`config.mk`:
```
export PLATFORM = sky130hd
export DESIGN_NAME = sync_event_capture
export DESIGN_NICKNAME = d
export VERILOG_FILES = /design/src/rtl/sync_event_pkg.sv /design/src/rtl/sync_event_fifo.sv /design/src/rtl/sync_event_capture.sv
export SDC_FILE = /design/constraint.sdc
export NUM_CORES = 1
export LEC_CHECK = 0
export CAP_MARGIN = 20
export CORE_AREA = 2 2 88 90
export DETAILED_ROUTE_END_ITERATION = 6
export DIE_AREA = 0 0 90 92
export PLACE_DENSITY = 0.75
export SYNTH_ARGS = -nofsm -noshare
export SYNTH_HDL_FRONTEND = slang
export SYNTH_SLANG_ARGS = --single-unit
```
`constraint.sdc`:
```
create_clock -name clk_2 -period 3.15 [get_ports clk_2]
set_clock_uncertainty 0.2 [all_clocks]
set_input_delay 0.7875 -clock clk_2 [delete_from_list [all_inputs] [get_ports clk_2]]
set_output_delay 0.7875 -clock clk_2 [all_outputs]
set_load 0.005 [all_outputs]
```
`src/rtl/sync_event_pkg.sv`:
```
// Shared types for the synchronized-level event capture block: edge kind,
// queued event record and a small constructor helper.
package sync_event_pkg;

  // Storage width of an event timestamp; the top's TS_WIDTH must not exceed it.
  localparam int unsigned EV_TS_WIDTH = 16;

  typedef enum logic {
    EDGE_FALL = 1'b0,
    EDGE_RISE = 1'b1
  } edge_e;

  // 'edge' is a reserved word, hence edge_type.
  typedef struct packed {
    edge_e                  edge_type;
    logic [EV_TS_WIDTH-1:0] ts;
  } event_t;

  function automatic event_t make_event(input logic is_rise,
                                        input logic [EV_TS_WIDTH-1:0] ts);
    event_t ev;
    ev.edge_type = is_rise ? EDGE_RISE : EDGE_FALL;
    ev.ts        = ts;
    return ev;
  endfunction

endpackage

```
`src/rtl/sync_event_fifo.sv`:
```
// First-word-fall-through FIFO of event records. A push into a full FIFO
// with no simultaneous pop is discarded and reported on the drop strobe.
module sync_event_fifo
  import sync_event_pkg::*;
#(
  parameter int unsigned DEPTH = 4
) (
  input  logic   clk_2,
  input  logic   rst,
  input  logic   push,
  input  event_t push_data,
  input  logic   pop_ready,
  output logic   valid,
  output event_t head,
  output logic   drop
);

  localparam int unsigned    AW      = (DEPTH > 1) ? $clog2(DEPTH) : 1;
  localparam logic [AW:0]    DEPTH_C = (AW + 1)'(DEPTH);

  event_t          mem_r [DEPTH];
  logic [AW-1:0]   wr_ptr_r;
  logic [AW-1:0]   rd_ptr_r;
  logic [AW:0]     count_r;
  logic            full_s;
  logic            pop_s;
  logic            wr_en_s;
  logic            drop_s;

  // Accept/drop decision; a pop in the same cycle frees the slot for the push.
  always_comb begin
    full_s  = (count_r == DEPTH_C);
    pop_s   = (count_r != '0) & pop_ready;
    wr_en_s = push & (~full_s | pop_s);
    drop_s  = push & full_s & ~pop_s;
  end

  // Entry storage; contents are don't-care until counted as valid.
  always_ff @(posedge clk_2) begin
    if (wr_en_s) begin
      mem_r[wr_ptr_r] <= push_data;
    end
  end

  // Pointers and occupancy; power-of-two depth lets pointers wrap naturally.
  always_ff @(posedge clk_2) begin
    if (rst) begin
      wr_ptr_r <= '0;
      rd_ptr_r <= '0;
      count_r  <= '0;
    end else begin
      if (wr_en_s) begin
        wr_ptr_r <= wr_ptr_r + AW'(1'b1);
      end
      if (pop_s) begin
        rd_ptr_r <= rd_ptr_r + AW'(1'b1);
      end
      case ({wr_en_s, pop_s})
        2'b10:   count_r <= count_r + (AW + 1)'(1'b1);
        2'b01:   count_r <= count_r - (AW + 1)'(1'b1);
        default: count_r <= count_r;
      endcase
    end
  end

  assign valid = (count_r != '0);
  assign head  = mem_r[rd_ptr_r];
  assign drop  = drop_s;

endmodule

```
`src/rtl/sync_event_capture.sv`:
```
// Deglitches a synchronized level, emits registered edge pulses, timestamps
// each accepted edge and queues it for a valid/ready consumer.
module sync_event_capture
  import sync_event_pkg::*;
#(
  parameter int unsigned FILTER_LEN = 3,
  parameter int unsigned TS_WIDTH   = EV_TS_WIDTH,
  parameter int unsigned FIFO_DEPTH = 4
) (
  input  logic                clk_2,
  input  logic                rst,
  input  logic                i_sync,
  input  logic                i_clear_ovf,
  input  logic                i_ev_ready,
  output logic                o_level,
  output logic                o_rise,
  output logic                o_fall,
  output logic                o_ev_valid,
  output logic                o_ev_edge,
  output logic [TS_WIDTH-1:0] o_ev_ts,
  output logic                o_overflow
);

  // Count value at which the next differing sample completes the run.
  localparam logic [3:0] CNT_LAST = 4'(FILTER_LEN - 1);

  logic                level_r;
  logic                rise_r;
  logic                fall_r;
  logic                ovf_r;
  logic [3:0]          cnt_r;
  logic [TS_WIDTH-1:0] ts_r;

  logic                diff_s;
  logic                accept_s;
  logic                push_s;
  event_t              ev_in_s;
  event_t              head_s;
  logic                valid_s;
  logic                drop_s;

  // Filter decision and the event record built while a pulse is visible.
  always_comb begin
    diff_s   = i_sync ^ level_r;
    accept_s = diff_s & (cnt_r == CNT_LAST);
    push_s   = rise_r | fall_r;
    ev_in_s  = make_event(rise_r, EV_TS_WIDTH'(ts_r));
  end

  // Level filter and edge pulses; the pulse appears with the new level.
  always_ff @(posedge clk_2) begin
    if (rst) begin
      level_r <= 1'b0;
      cnt_r   <= 4'd0;
      rise_r  <= 1'b0;
      fall_r  <= 1'b0;
    end else begin
      rise_r <= accept_s & ~level_r;
      fall_r <= accept_s & level_r;
      if (accept_s) begin
        level_r <= ~level_r;
        cnt_r   <= 4'd0;
      end else if (diff_s) begin
        cnt_r   <= cnt_r + 4'd1;
      end else begin
        cnt_r   <= 4'd0;
      end
    end
  end

  // Free-running timestamp, wraps silently.
  always_ff @(posedge clk_2) begin
    if (rst) begin
      ts_r <= '0;
    end else begin
      ts_r <= ts_r + TS_WIDTH'(1'b1);
    end
  end

  // Sticky overflow; a drop in the same cycle as a clear keeps it set.
  always_ff @(posedge clk_2) begin
    if (rst) begin
      ovf_r <= 1'b0;
    end else if (drop_s) begin
      ovf_r <= 1'b1;
    end else if (i_clear_ovf) begin
      ovf_r <= 1'b0;
    end else begin
      ovf_r <= ovf_r;
    end
  end

  sync_event_fifo #(
    .DEPTH (FIFO_DEPTH)
  ) u_fifo (
    .clk_2     (clk_2),
    .rst       (rst),
    .push      (push_s),
    .push_data (ev_in_s),
    .pop_ready (i_ev_ready),
    .valid     (valid_s),
    .head      (head_s),
    .drop      (drop_s)
  );

  assign o_level    = level_r;
  assign o_rise     = rise_r;
  assign o_fall     = fall_r;
  assign o_overflow = ovf_r;
  assign o_ev_valid = valid_s;
  assign o_ev_edge  = head_s.edge_type;
  assign o_ev_ts    = head_s.ts[TS_WIDTH-1:0];

endmodule

```
==> results of run 1 <==
registers in the layout, indices dropped and copies added (netlist names), named ones only:
register and flops:
o_level 1, ts_r 16, u_fifo.mem_r 68, o_overflow 1
u_fifo.count_r 3, o_fall 1, cnt_r 4, u_fifo.wr_ptr_r 2
u_fifo.rd_ptr_r 2, o_rise 1
cells by family after synthesis:
kind of cell    Yosys count  share of synthesized area
fa+ha+maj                 9                     0.0304
compound gates           24                     0.0348
simple gates             70                     0.0969
flops                   101                      0.684
buf+inv                  18                     0.0206
xor+xnor                 10                     0.0222
mux                      22                      0.111
power by group through the flow:
stage,clock [µW],combinational [µW],sequential [µW]
global route,842,66.6,1420
finish,781,60.0,1420
detailed placement,0,60.6,1450
floorplan,0,34.3,1450
global placement,0,58.9,1450
CTS,792,61.2,1420
cell type report:
type / count / area (µm²)
Fill cell: 573 / 2830
Sequential cell: 101 / 2700
Tap cell: 102 / 128
Clock inverter: 4 / 51.3
Clock buffer: 12 / 135
Timing Repair Buffer: 37 / 405
Inverter: 9 / 33.8
Multi-Input combinational cell: 135 / 1170
worst paths after layout:
kind | to | slack, ps | cells past startpoint
worst max register to register | u_fifo.count_r[2]$_SDFFE_PP0P_ | 730 | 9
worst min-delay path | cnt_r[0]$_SDFF_PP0_ | 270 | 1
worst min register to register | cnt_r[0]$_SDFF_PP0_ | 270 | 1
worst max-delay path | o_ev_edge | 250 | 3
worst register-to-register path, cell delays in order (launching register included):
cell	delay (ps)
dfxtp_1	380
nor4b_1	420
nor2_1	90
inv_1	60
ha_1	160
inv_1	60
fa_1	390
xor2_1	160
or3_1	310
a21oi_1	140
cells in the mapped netlist (3+ instances only):
cell type	instances	area, µm²
nand3_1	7	35.0
a21oi_1	12	60.1
and3_1	4	25.0
xor2_1	6	52.6
nor2b_1	6	37.5
mux4_2	17	383
nor4b_1	3	26.3
clkbuf_1	4	15.0
mux2_2	4	45.0
or4_1	4	30.0
ha_1	8	100
nor4_1	4	25.0
xnor2_1	4	35.0
dfxtp_1	33	661
nand4_1	4	25.0
o31ai_1	4	30.0
inv_1	9	33.8
or3_1	4	25.0
edfxtp_1	68	2040
nand2_1	5	18.8
nor2_1	23	86.3
o21ai_0	6	30.0
placed cells by master, fill, tap and decap left out, drive strengths merged, types with 9 or more instances in the layout:
master         instances
edfxtp                68
dfxtp                 33
clkdlybuf4s50         26
nor2                  23
mux4                  17
a21oi                 12
clkbuf                12
buf                   11
inv                    9
metal layers:
layer	track usage	wire length (µm)	up-vias
li1	-	-	1045
met1	0.205	2900	1044
met2	0.268	3050	34
met3	0.0320	178	14
met4	0.0859	175	0
met5	0	0	-
stage by stage:
| stage | util | total power (µW) | hold WS [ps] | TNS [ps] |
|---|---|---|---|---|
| floorplan | - | 1480 | 230 | 0 |
| global placement | 0.596 | 1510 | 243 | 0 |
| detailed placement | 0.596 | 1510 | 254 | -58.2 |
| CTS | 0.621 | 2270 | 274 | 0 |
| global route | 0.621 | 2330 | 296 | 0 |
| finish | 0.621 | 2260 | 270 | 0 |
==> reports/metrics.cfg, run 1 <==
[critical_path]
path_max_fanout=17
critPathCaptureType=output port
cpLargestDelayFamily=buffers and inverters
cp_num_buf_inv=2
cpMaxStageDelayCell=mux4_2
cp_slowest_stage_delay_ps=530
worstPathCellList=buf_12 > mux4_2 > clkdlybuf4s50_1
worstSetupStartpointType=register
crit_arrival_ps=1910
required_ps=2160
rr_startpoint=u_fifo.count_r[0]$_SDFFE_PP0P_
worstSetupPathType=reg -> out

[pwr]
pwr-share-seq=0.628
power.density_nw_per_um2=489
switchingPower_uw=449
comb_power_share=0.027
swShare=0.199
p_clk_frac=0.345
p_int_uw=1810
peakVddDrop_mv=0.256
p_leak_uw=0.00152

[timing]
worst_pin_slew_ps=452
fin_crit_sh=0.921
clock.fmax_mhz=345
setup_viol=0
max_slew_margin=0.695
rsz0062_at_grt=false
fin_ws_ps=249
fin_crit_ps=2900
slew_viol_final=0
hold_viol_final=0

[clock_network]
numCtsBuffers=9
ctsResizeCount=0
clk_latency_ps=350
cts_hold_buffers=0
cts_tree=done
cts_sinks=101
cts-root-buf=clkbuf_8
cts_max_path_buffers=2
cts_setup_buffers=0
htree_levels=3
clk_transition_reported_paths_ps=90

[synthesis]
ys_types=36
synth.avg_cell_area_um2=15.6
syn_nets=268
synth_cells=254
syn_area_um2=3950
yosys_most_used_dff=edfxtp_1
async_reset_ff_frac=0
ys_warn_count=0
ys_seq_area_frac=0.684
synth_edf_count=68
ys_ff_latch=101

[finish]
nets=307
post-route-cell-area_um2=4620
area_growth_pct=17.0
drive_gt1_frac=0.168
antenna_cells=0
final_cells=400

[global_routing]
antenna_found_initial=0
grt.total_usage=0.163
grt_pass1_wl_um=10400
grt_max_degree=18
grt_pass1_vias=2150
grt_overflow=0

[job]
drv_cap=0

[routing]
drt_wl_total_um=6300
ant_nets=0
via_per_inst=5.34
vias=2137
drt_iter0_drc=170
wl_per_cell_um=15.8
drt-pass1-iter-count=4
drc=0

[placed_design]
dp_cells=384
dp_hpwl_um=4010
io_buffer_count=26
place_area_um2=4440
pre_cts_ws_ps=-58.2
gp_congestion=0.735

[die]
initial_utilization=0.530
rows=32
fp.dieH_um=92
die_x_um=90
ioPinCount=27
dieArea_um2=8280
core_um2=7450

[worst_hold_path]
min_path_type=reg -> reg
hp-start=cnt_r[0]$_SDFF_PP0_

[run_status]
outcome=completed

Power figures use the tool's default switching activity.
==> inputs of run 2 (changes only) <==
- RECOVER_POWER: unset -> 25
==> results of run 2 <==
The final DEF is identical to that of run 1; final timing and power are the same.
